<file path="config.mk">
export PLATFORM = sky130hd
export DESIGN_NAME = seg_hex_writer_flat
export DESIGN_NICKNAME = d
export VERILOG_FILES = /design/src/rtl/seg_hex_writer_if.sv /design/src/rtl/seg_hex_writer.sv /design/src/flat_wrapper.sv
export SDC_FILE = /design/constraint.sdc
export NUM_CORES = 1
export LEC_CHECK = 0
export CAP_MARGIN = 20
export CORE_UTILIZATION = 60
export CTS_BUF_LIST = sky130_fd_sc_hd__clkbuf_4 sky130_fd_sc_hd__clkbuf_8
export CTS_CLUSTER_SIZE = 10
export DETAILED_ROUTE_END_ITERATION = 6
export DONT_BUFFER_PORTS = 1
export PLACE_DENSITY = 0.76
export SETUP_SLACK_MARGIN = 0.02
export SYNTH_ARGS = -nofsm -noshare
export SYNTH_HDL_FRONTEND = slang
export SYNTH_SLANG_ARGS = --single-unit
</file>
<file path="constraint.sdc">
create_clock -name clk -period 3.6 [get_ports clk]
set_input_delay 0.72 -clock clk [delete_from_list [all_inputs] [get_ports clk]]
set_output_delay 0.72 -clock clk [all_outputs]
set_load 0.03 [all_outputs]
</file>
<file path="src/rtl/seg_hex_writer_if.sv">
// Request handshake, CPU store port and display write port
// of the seven-segment hex writer.
interface seg_hex_writer_if #(
    parameter int XLEN         = 32,
    parameter int SEG_ADDR_LEN = 3
);
    logic                    cpu_we;
    logic [SEG_ADDR_LEN-1:0] cpu_addr;
    logic [XLEN-1:0]         cpu_wdata;
    logic                    req_valid;
    logic [XLEN-1:0]         req_value;
    logic                    req_blank_lz;
    logic                    req_ready;
    logic                    busy;
    logic                    done;
    logic                    seg_we;
    logic [SEG_ADDR_LEN-1:0] seg_addr;
    logic [XLEN-1:0]         seg_wdata;

    modport master (
        output cpu_we, cpu_addr, cpu_wdata,
        output req_valid, req_value, req_blank_lz,
        input  req_ready, busy, done,
        input  seg_we, seg_addr, seg_wdata
    );

    modport slave (
        input  cpu_we, cpu_addr, cpu_wdata,
        input  req_valid, req_value, req_blank_lz,
        output req_ready, busy, done,
        output seg_we, seg_addr, seg_wdata
    );
endinterface

</file>
<file path="src/rtl/seg_hex_writer.sv">
// Hex-glyph sequencer sharing the display write port with CPU stores;
// the CPU always wins and the sequence stalls on its digit.
module seg_hex_writer #(
    parameter int XLEN         = 32,
    parameter int SEG_DIGITS   = 8,
    parameter int SEG_ADDR_LEN = 3
) (
    input logic clk,
    input logic reset,
    seg_hex_writer_if.slave bus
);
    typedef enum logic {
        IDLE,
        WRITE
    } state_e;

    localparam logic [SEG_ADDR_LEN-1:0] LAST_IDX =
        SEG_ADDR_LEN'(SEG_DIGITS - 1);

    state_e                  state_q, state_d;
    logic [SEG_ADDR_LEN-1:0] idx_q, idx_d;
    logic [XLEN-1:0]         value_q, value_d;
    logic                    blank_q, blank_d;
    logic                    seg_we_q, seg_we_d;
    logic [SEG_ADDR_LEN-1:0] seg_addr_q, seg_addr_d;
    logic [XLEN-1:0]         seg_wdata_q, seg_wdata_d;
    logic                    done_q, done_d;

    logic [XLEN-1:0] hi;
    logic [6:0]      glyph;

    function automatic logic [6:0] hex_glyph(input logic [3:0] n);
        logic [6:0] g;
        unique case (n)
            4'h0: g = 7'h3F;
            4'h1: g = 7'h06;
            4'h2: g = 7'h5B;
            4'h3: g = 7'h4F;
            4'h4: g = 7'h66;
            4'h5: g = 7'h6D;
            4'h6: g = 7'h7D;
            4'h7: g = 7'h07;
            4'h8: g = 7'h7F;
            4'h9: g = 7'h6F;
            4'hA: g = 7'h77;
            4'hB: g = 7'h7C;
            4'hC: g = 7'h39;
            4'hD: g = 7'h5E;
            4'hE: g = 7'h79;
            4'hF: g = 7'h71;
        endcase
        return g;
    endfunction

    always_comb begin
        state_d     = state_q;
        idx_d       = idx_q;
        value_d     = value_q;
        blank_d     = blank_q;
        seg_we_d    = 1'b0;
        seg_addr_d  = seg_addr_q;
        seg_wdata_d = seg_wdata_q;
        done_d      = 1'b0;

        // Nibbles idx..top all zero means this digit is a leading zero
        hi    = value_q >> {idx_q, 2'b00};
        glyph = (blank_q && idx_q != '0 && hi == '0)
              ? 7'h00 : hex_glyph(hi[3:0]);

        if (bus.cpu_we) begin
            seg_we_d    = 1'b1;
            seg_addr_d  = bus.cpu_addr;
            seg_wdata_d = bus.cpu_wdata;
        end

        unique case (state_q)
            IDLE: begin
                if (bus.req_valid) begin
                    value_d = bus.req_value;
                    blank_d = bus.req_blank_lz;
                    idx_d   = '0;
                    state_d = WRITE;
                end
            end
            WRITE: begin
                if (!bus.cpu_we) begin
                    seg_we_d    = 1'b1;
                    seg_addr_d  = idx_q;
                    seg_wdata_d = {{(XLEN-7){1'b0}}, glyph};
                    if (idx_q == LAST_IDX) begin
                        state_d = IDLE;
                        done_d  = 1'b1;
                    end else begin
                        idx_d = idx_q + 1'b1;
                    end
                end
            end
        endcase
    end

    always_ff @(posedge clk or posedge reset) begin
        if (reset) begin
            state_q     <= IDLE;
            idx_q       <= '0;
            value_q     <= '0;
            blank_q     <= 1'b0;
            seg_we_q    <= 1'b0;
            seg_addr_q  <= '0;
            seg_wdata_q <= '0;
            done_q      <= 1'b0;
        end else begin
            state_q     <= state_d;
            idx_q       <= idx_d;
            value_q     <= value_d;
            blank_q     <= blank_d;
            seg_we_q    <= seg_we_d;
            seg_addr_q  <= seg_addr_d;
            seg_wdata_q <= seg_wdata_d;
            done_q      <= done_d;
        end
    end

    assign bus.req_ready = (state_q == IDLE);
    assign bus.busy      = (state_q != IDLE);
    assign bus.done      = done_q;
    assign bus.seg_we    = seg_we_q;
    assign bus.seg_addr  = seg_addr_q;
    assign bus.seg_wdata = seg_wdata_q;
endmodule

</file>
<file path="src/flat_wrapper.sv">
// flat-port wrapper written by rule: the top's interface ports become plain ports
module seg_hex_writer_flat 
#(
    parameter int XLEN         = 32,
    parameter int SEG_DIGITS   = 8,
    parameter int SEG_ADDR_LEN = 3
)
  (clk, reset, bus_cpu_we, bus_cpu_addr, bus_cpu_wdata, bus_req_valid, bus_req_value, bus_req_blank_lz, bus_req_ready, bus_busy, bus_done, bus_seg_we, bus_seg_addr, bus_seg_wdata);
  seg_hex_writer_if #(.XLEN(XLEN), .SEG_ADDR_LEN(SEG_ADDR_LEN)) bus_i ();
  input logic clk;
  input logic reset;
  input wire logic [$bits(bus_i.cpu_we)-1:0] bus_cpu_we;
  input wire logic [$bits(bus_i.cpu_addr)-1:0] bus_cpu_addr;
  input wire logic [$bits(bus_i.cpu_wdata)-1:0] bus_cpu_wdata;
  input wire logic [$bits(bus_i.req_valid)-1:0] bus_req_valid;
  input wire logic [$bits(bus_i.req_value)-1:0] bus_req_value;
  input wire logic [$bits(bus_i.req_blank_lz)-1:0] bus_req_blank_lz;
  output wire logic [$bits(bus_i.req_ready)-1:0] bus_req_ready;
  output wire logic [$bits(bus_i.busy)-1:0] bus_busy;
  output wire logic [$bits(bus_i.done)-1:0] bus_done;
  output wire logic [$bits(bus_i.seg_we)-1:0] bus_seg_we;
  output wire logic [$bits(bus_i.seg_addr)-1:0] bus_seg_addr;
  output wire logic [$bits(bus_i.seg_wdata)-1:0] bus_seg_wdata;
  assign bus_i.cpu_we = bus_cpu_we;
  assign bus_i.cpu_addr = bus_cpu_addr;
  assign bus_i.cpu_wdata = bus_cpu_wdata;
  assign bus_i.req_valid = bus_req_valid;
  assign bus_i.req_value = bus_req_value;
  assign bus_i.req_blank_lz = bus_req_blank_lz;
  assign bus_req_ready = bus_i.req_ready;
  assign bus_busy = bus_i.busy;
  assign bus_done = bus_i.done;
  assign bus_seg_we = bus_i.seg_we;
  assign bus_seg_addr = bus_i.seg_addr;
  assign bus_seg_wdata = bus_i.seg_wdata;
  seg_hex_writer #(.XLEN(XLEN), .SEG_DIGITS(SEG_DIGITS), .SEG_ADDR_LEN(SEG_ADDR_LEN)) u_core (.clk(clk), .reset(reset), .bus(bus_i));
endmodule
</file>
# After elaboration in Yosys (flattened, before gate mapping)
# Memory sizes are Yosys's and may differ from the RTL's.
# Index checks and enable logic that the tools add are counted.
[word_totals] register_bits=74 rom_bits=112 inputBits=72 output_inout_bits=39 elab_cells=43 mem_count=1
[classes] addsub=1 eq_ne=4 shifts=1 mux=21 bitwise=1 reduce_logical=6
[memory_table] name="(no name shown)" depth=16 word_bits=7 rd=1 rd_ports_with_merged_regs=0 wr=0 line="seg_hex_writer.sv:34" rtl="unique case (n)"
[ops] operator="$mux W32" count=3
[ops] operator="$logic_not A32 Y1" count=1
[ops] operator="$shr A32 B5 Y32" count=1
[ops] operator="$mux W3" count=6
[ops] operator="$mux W1" count=9
[ops] operator="$mux W7" count=1
[ops] operator="$ne A2 B2 Y1 const B" count=3
[ops] operator="$pmux W3 S2" count=1
[ops] operator="$add A3 B1 Y3 const B" count=1
[ops] operator="$eq A3 B3 Y1 const B" count=1
[ops] operator="$reduce_and A3 Y1" count=1
[ops] operator="$reduce_bool A3 Y1" count=1
[ops] operator="$logic_and A1 B1 Y1" count=2
[ops] operator="$pmux W1 S2" count=1
[ops] operator="$reduce_and A2 Y1" count=1
[ops] operator="$not A1 Y1" count=1

# Logic depth before layout (Yosys ltp)
[logic_depth] word_depth=6 mapped_depth=9 mapped_depth_nobuf=7

# Least setup slack after synthesis
# OpenSTA, ideal clock, no wires.
[synth_timing] path_kind="reg-to-reg" startpoint="register u_core.idx_q[1]" endpoint="register u_core.seg_wdata_q[2], in the netlist u_core.bus.seg_wdata[2]" setup_time_ps=131 arrival_ps=2200 path_slack_ps=1270 stages_incl_launch_ff=10 synth_period_minus_slack_ps=2330 cell_sequence="dfrtp_1 > buf_6 > buf_8 > mux4_1 > mux2i_1 > ha_1 > nand3_1 > o21ai_0 > o41a_2 > o21ai_0"
[synth_between] elab_chain_cells=6 word_cells_on_any_way=9
[synth_rtl] item="start: declaration" line="seg_hex_writer.sv:21" rtl="logic [SEG_ADDR_LEN-1:0] idx_q, idx_d;"
[synth_rtl] item="start signal: assignment" line="seg_hex_writer.sv:113" rtl="idx_q <= idx_d;"
[synth_rtl] item="parallel branches: the longest is 3 deep, another holds $mem_v2 Z16 W7"
[synth_rtl] item="$mux W7 *" line="seg_hex_writer.sv:68" rtl="? 7'h00 : hex_glyph(hi[3:0]);"
[synth_rtl] item="$mux W32 *" line="seg_hex_writer.sv:86" rtl="if (!bus.cpu_we) begin"
[synth_rtl] item="$mux W32 *" line="seg_hex_writer.sv:76" rtl="unique case (state_q)"
[synth_rtl] item="named net u_core.seg_wdata_d[2]" line="seg_hex_writer.sv:26" rtl="logic [XLEN-1:0] seg_wdata_q, seg_wdata_d;"
[synth_rtl] item="end signal: assignment" line="seg_hex_writer.sv:118" rtl="seg_wdata_q <= seg_wdata_d;"
[synth_rtl] item="end: declaration" line="seg_hex_writer.sv:26"
# Mark *: on every way through the listed nets, which the timed path passes.
# A chain may end at the register's enable or synchronous reset.

# Worst setup path in the final report
[layout_timing] startpoint="register u_core.idx_q[1]" endpoint="register u_core.seg_wdata_q[4], in the netlist u_core.bus.seg_wdata[4]"
# The elaborated chain is that of the path after synthesis.

==> qor.yml <==
outcome: "completed"
yosysSeqAreaShare_pct: 50.9
synth_area_um2: 3640
overflow: 0
worst-slew-pin-transition_ps: 646
p_int_w: 0.00213
syn_to_final_growth_pct: 6.19
die-height_um: 79.9
p_leak_nw: 1.69
dieArea_um2: 6380
start_util_pct: 61.8
io_buffers: 0
p_per_area_nw_per_um2: 950
p_seq_share_pct: 43.9
vias: 2447
antenna_found_initial: 0
diodes: 0
ys_ff_latch: 74
cts_sinks: 74
clock_skew_ps: 12.2
gp_congestion: 1.02
core_area_um2: 5890
clock_power_share_pct: 15.3
syn-num-nets: 374
avgViaCountPerCell: 6.60
cts_buffer_depth: 2
track_usage_pct: 23.8
drt_iter0_drc: 111
switching_share_pct: 41.9
worstPathRequired_ps: 3820
syn_avg_cell_area_um2: 12.4
slew_headroom_pct: 56.9
drt-pass1-iter-count: 4
cts_buffers: 9
hold_class: "input pin to async pin"
dp_hpwl_mm: 5.30
antenna_left: 0
drv_cap: 0
fp.dieW_um: 79.9
clk_pin_slew_ps: 80
arrival_ps: 2990
critPathKind: "flop to flop"
clock_latency_ps: 350
hold_viol: 0
cts_tree: "yes"
fin_nets: 372
synth.distinct_cells: 45
setup_tns_ps: 0
synth_top_area_share_pct: 50.9
post-place-ws_ps: 853
syn_inst: 293
wirelength_mm: 7.23
final_max_slew_viol_count: 0
cts_root_buf: "clkbuf_8"
drc: 0
ff2ff_setup_slack_ps: 830
postCtsSetupBuffers: 0
layout-drive-gt1-share_pct: 22.3
power_switching_w: 0.00154
worstPathMaxFanout: 13
grt_pass1_wl_mm: 11.3
p_total_w: 0.00367
grt_max_degree: 43
grt_pass1_vias: 2377
fin_ws_ps: 828
wl_per_cell_um: 19.5
synth_top_cell_by_area: "dfrtp_1"
cts_max_level: 3
synth.area.top_cells: "dfrtp_1 (51%), mux2_2 (10%), a22o_1 (6.3%)"
ys_warn_count: 0
peakVddDrop_v: 0.000487
hold_buffers: 0
row_count: 28
cp-start-kind: "flop"
min_period_ps: 2770
setup.worst_path.end_class: "flop"
rsz0062_at_grt: "false"
p_comb_share_pct: 40.8
cts_resized: 0
clock.fmax_mhz: 361
finalCritPeriodShare_pct: 77.0
ioPinCount: 111
setup_viol: 0
synthesized netlist by cell type, drive strengths merged:
cell type and instances:
a2111oi 1, a211oi 2, a21o 1, a21oi 2
a221oi 1, a22o 26, a22oi 9, a31oi 1
a32o 1, and2 2, buf 4, clkbuf 15
dfrtp 74, ha 9, inv 10, mux2 34
mux2i 11, mux4 9, nand2 14, nand3 4
nor2 19, nor2b 1, nor3 2, nor4 9
nor4b 2, nor4bb 1, o21ai 18, o21bai 1
o221ai 2, o22ai 2, o2bb2ai 1, o311ai 2
o31ai 1, o41a 1, or3 1
flip-flops by register name, indices dropped and copies added, names as in the netlist:
register              cells
u_core.blank_q            1
u_core.bus.busy           1
u_core.bus.done           1
u_core.bus.seg_addr       3
u_core.bus.seg_wdata     32
u_core.bus.seg_we         1
u_core.idx_q              3
u_core.value_q           32
power groups by stage:
| stage | Combinational [W] | Clock [W] | Sequential [W] |
|---|---|---|---|
| 2_1_floorplan | 0.00134 | 0 | 0.00144 |
| 3_3_place_gp | 0.00144 | 0 | 0.00161 |
| 3_5_place_dp | 0.00149 | 0 | 0.00162 |
| 4_1_cts | 0.00150 | 0.000572 | 0.00160 |
| 5_1_grt | 0.00166 | 0.000615 | 0.00165 |
| 6_report | 0.00150 | 0.000562 | 0.00161 |
per-stage QoR:
stage / utilization (%) / hold slack [ps] / instances / instance area [um2]
after floorplan: - / 473 / 293 / 3640
after global placement: 62.5 / 504 / 354 / 3680
after detailed placement: 62.5 / 509 / 354 / 3680
after CTS: 65.4 / 319 / 370 / 3850
after global routing: 65.7 / 350 / 371 / 3860
final: 65.7 / 308 / 371 / 3860
critical path, cell delays in order (launching register included):
cell	delay [ps]
dfrtp_1	640
buf_4	280
mux4_1	620
mux2i_4	270
ha_1	240
nand3_1	80
o21ai_0	160
o41a_2	240
o21ai_0	100
worst paths after layout:
path	from	to	cells after the start
hold / removal	reset	u_core.bus.seg_wdata[22]	1
hold reg to reg	u_core.blank_q	u_core.blank_q	1
setup / recovery	u_core.idx_q[1]	u_core.bus.seg_wdata[4]	8
setup reg to reg	u_core.idx_q[1]	u_core.bus.seg_wdata[4]	8
max in group asynchronous	reset	u_core.bus.seg_wdata[2]	2
min in group clk	bus_req_valid	u_core.idx_q[2]	1
placed cells by master, fill, tap and decap left out, drive strengths merged, types with 2 or more instances in the layout:
cell and n:
o22ai 2, ha 9, a211oi 2, mux2 34, clkbuf 9, a22oi 9
nand2 14, nor4 9, o311ai 2, a22o 26, mux2i 11, dfrtp 74
nor2 19, inv 11, buf 6, a21oi 2, mux4 9, o221ai 2
o21ai 18, and2 2, nand3 4, nor4b 2, nor3 2, clkinv 5
cell type report:
class | count | area, um2
clock inverter | 7 | 45.0
clock buffer | 9 | 124
multi-input combinational | 190 | 1660
sequential | 74 | 1850
inverter | 10 | 37.5
timing repair buffer | 6 | 52.6
tap | 75 | 93.8
fill | 457 | 2020
cell families after synthesis:
group	count (synthesis)	synth area share [%]
AND/OR/NAND/NOR	55	7.29
multiplexers	54	20.3
buffers and inverters	29	3.64
flip-flops	74	50.9
AO/OA/AOI/OAI	72	14.8
adder cells (fa/ha/maj)	9	3.09
per-layer routing:
metal  share of wire, %  vias to the layer above  global-route usage [%]
li1                   -                     1112                       -
met1                 42                     1199                    30.0
met4                2.5                        0                    9.82
met2                 47                      114                    37.0
met5                  0                        -                       0
met3                8.4                       22                    8.91
No activity file was read; power rests on OpenSTA's default activity.
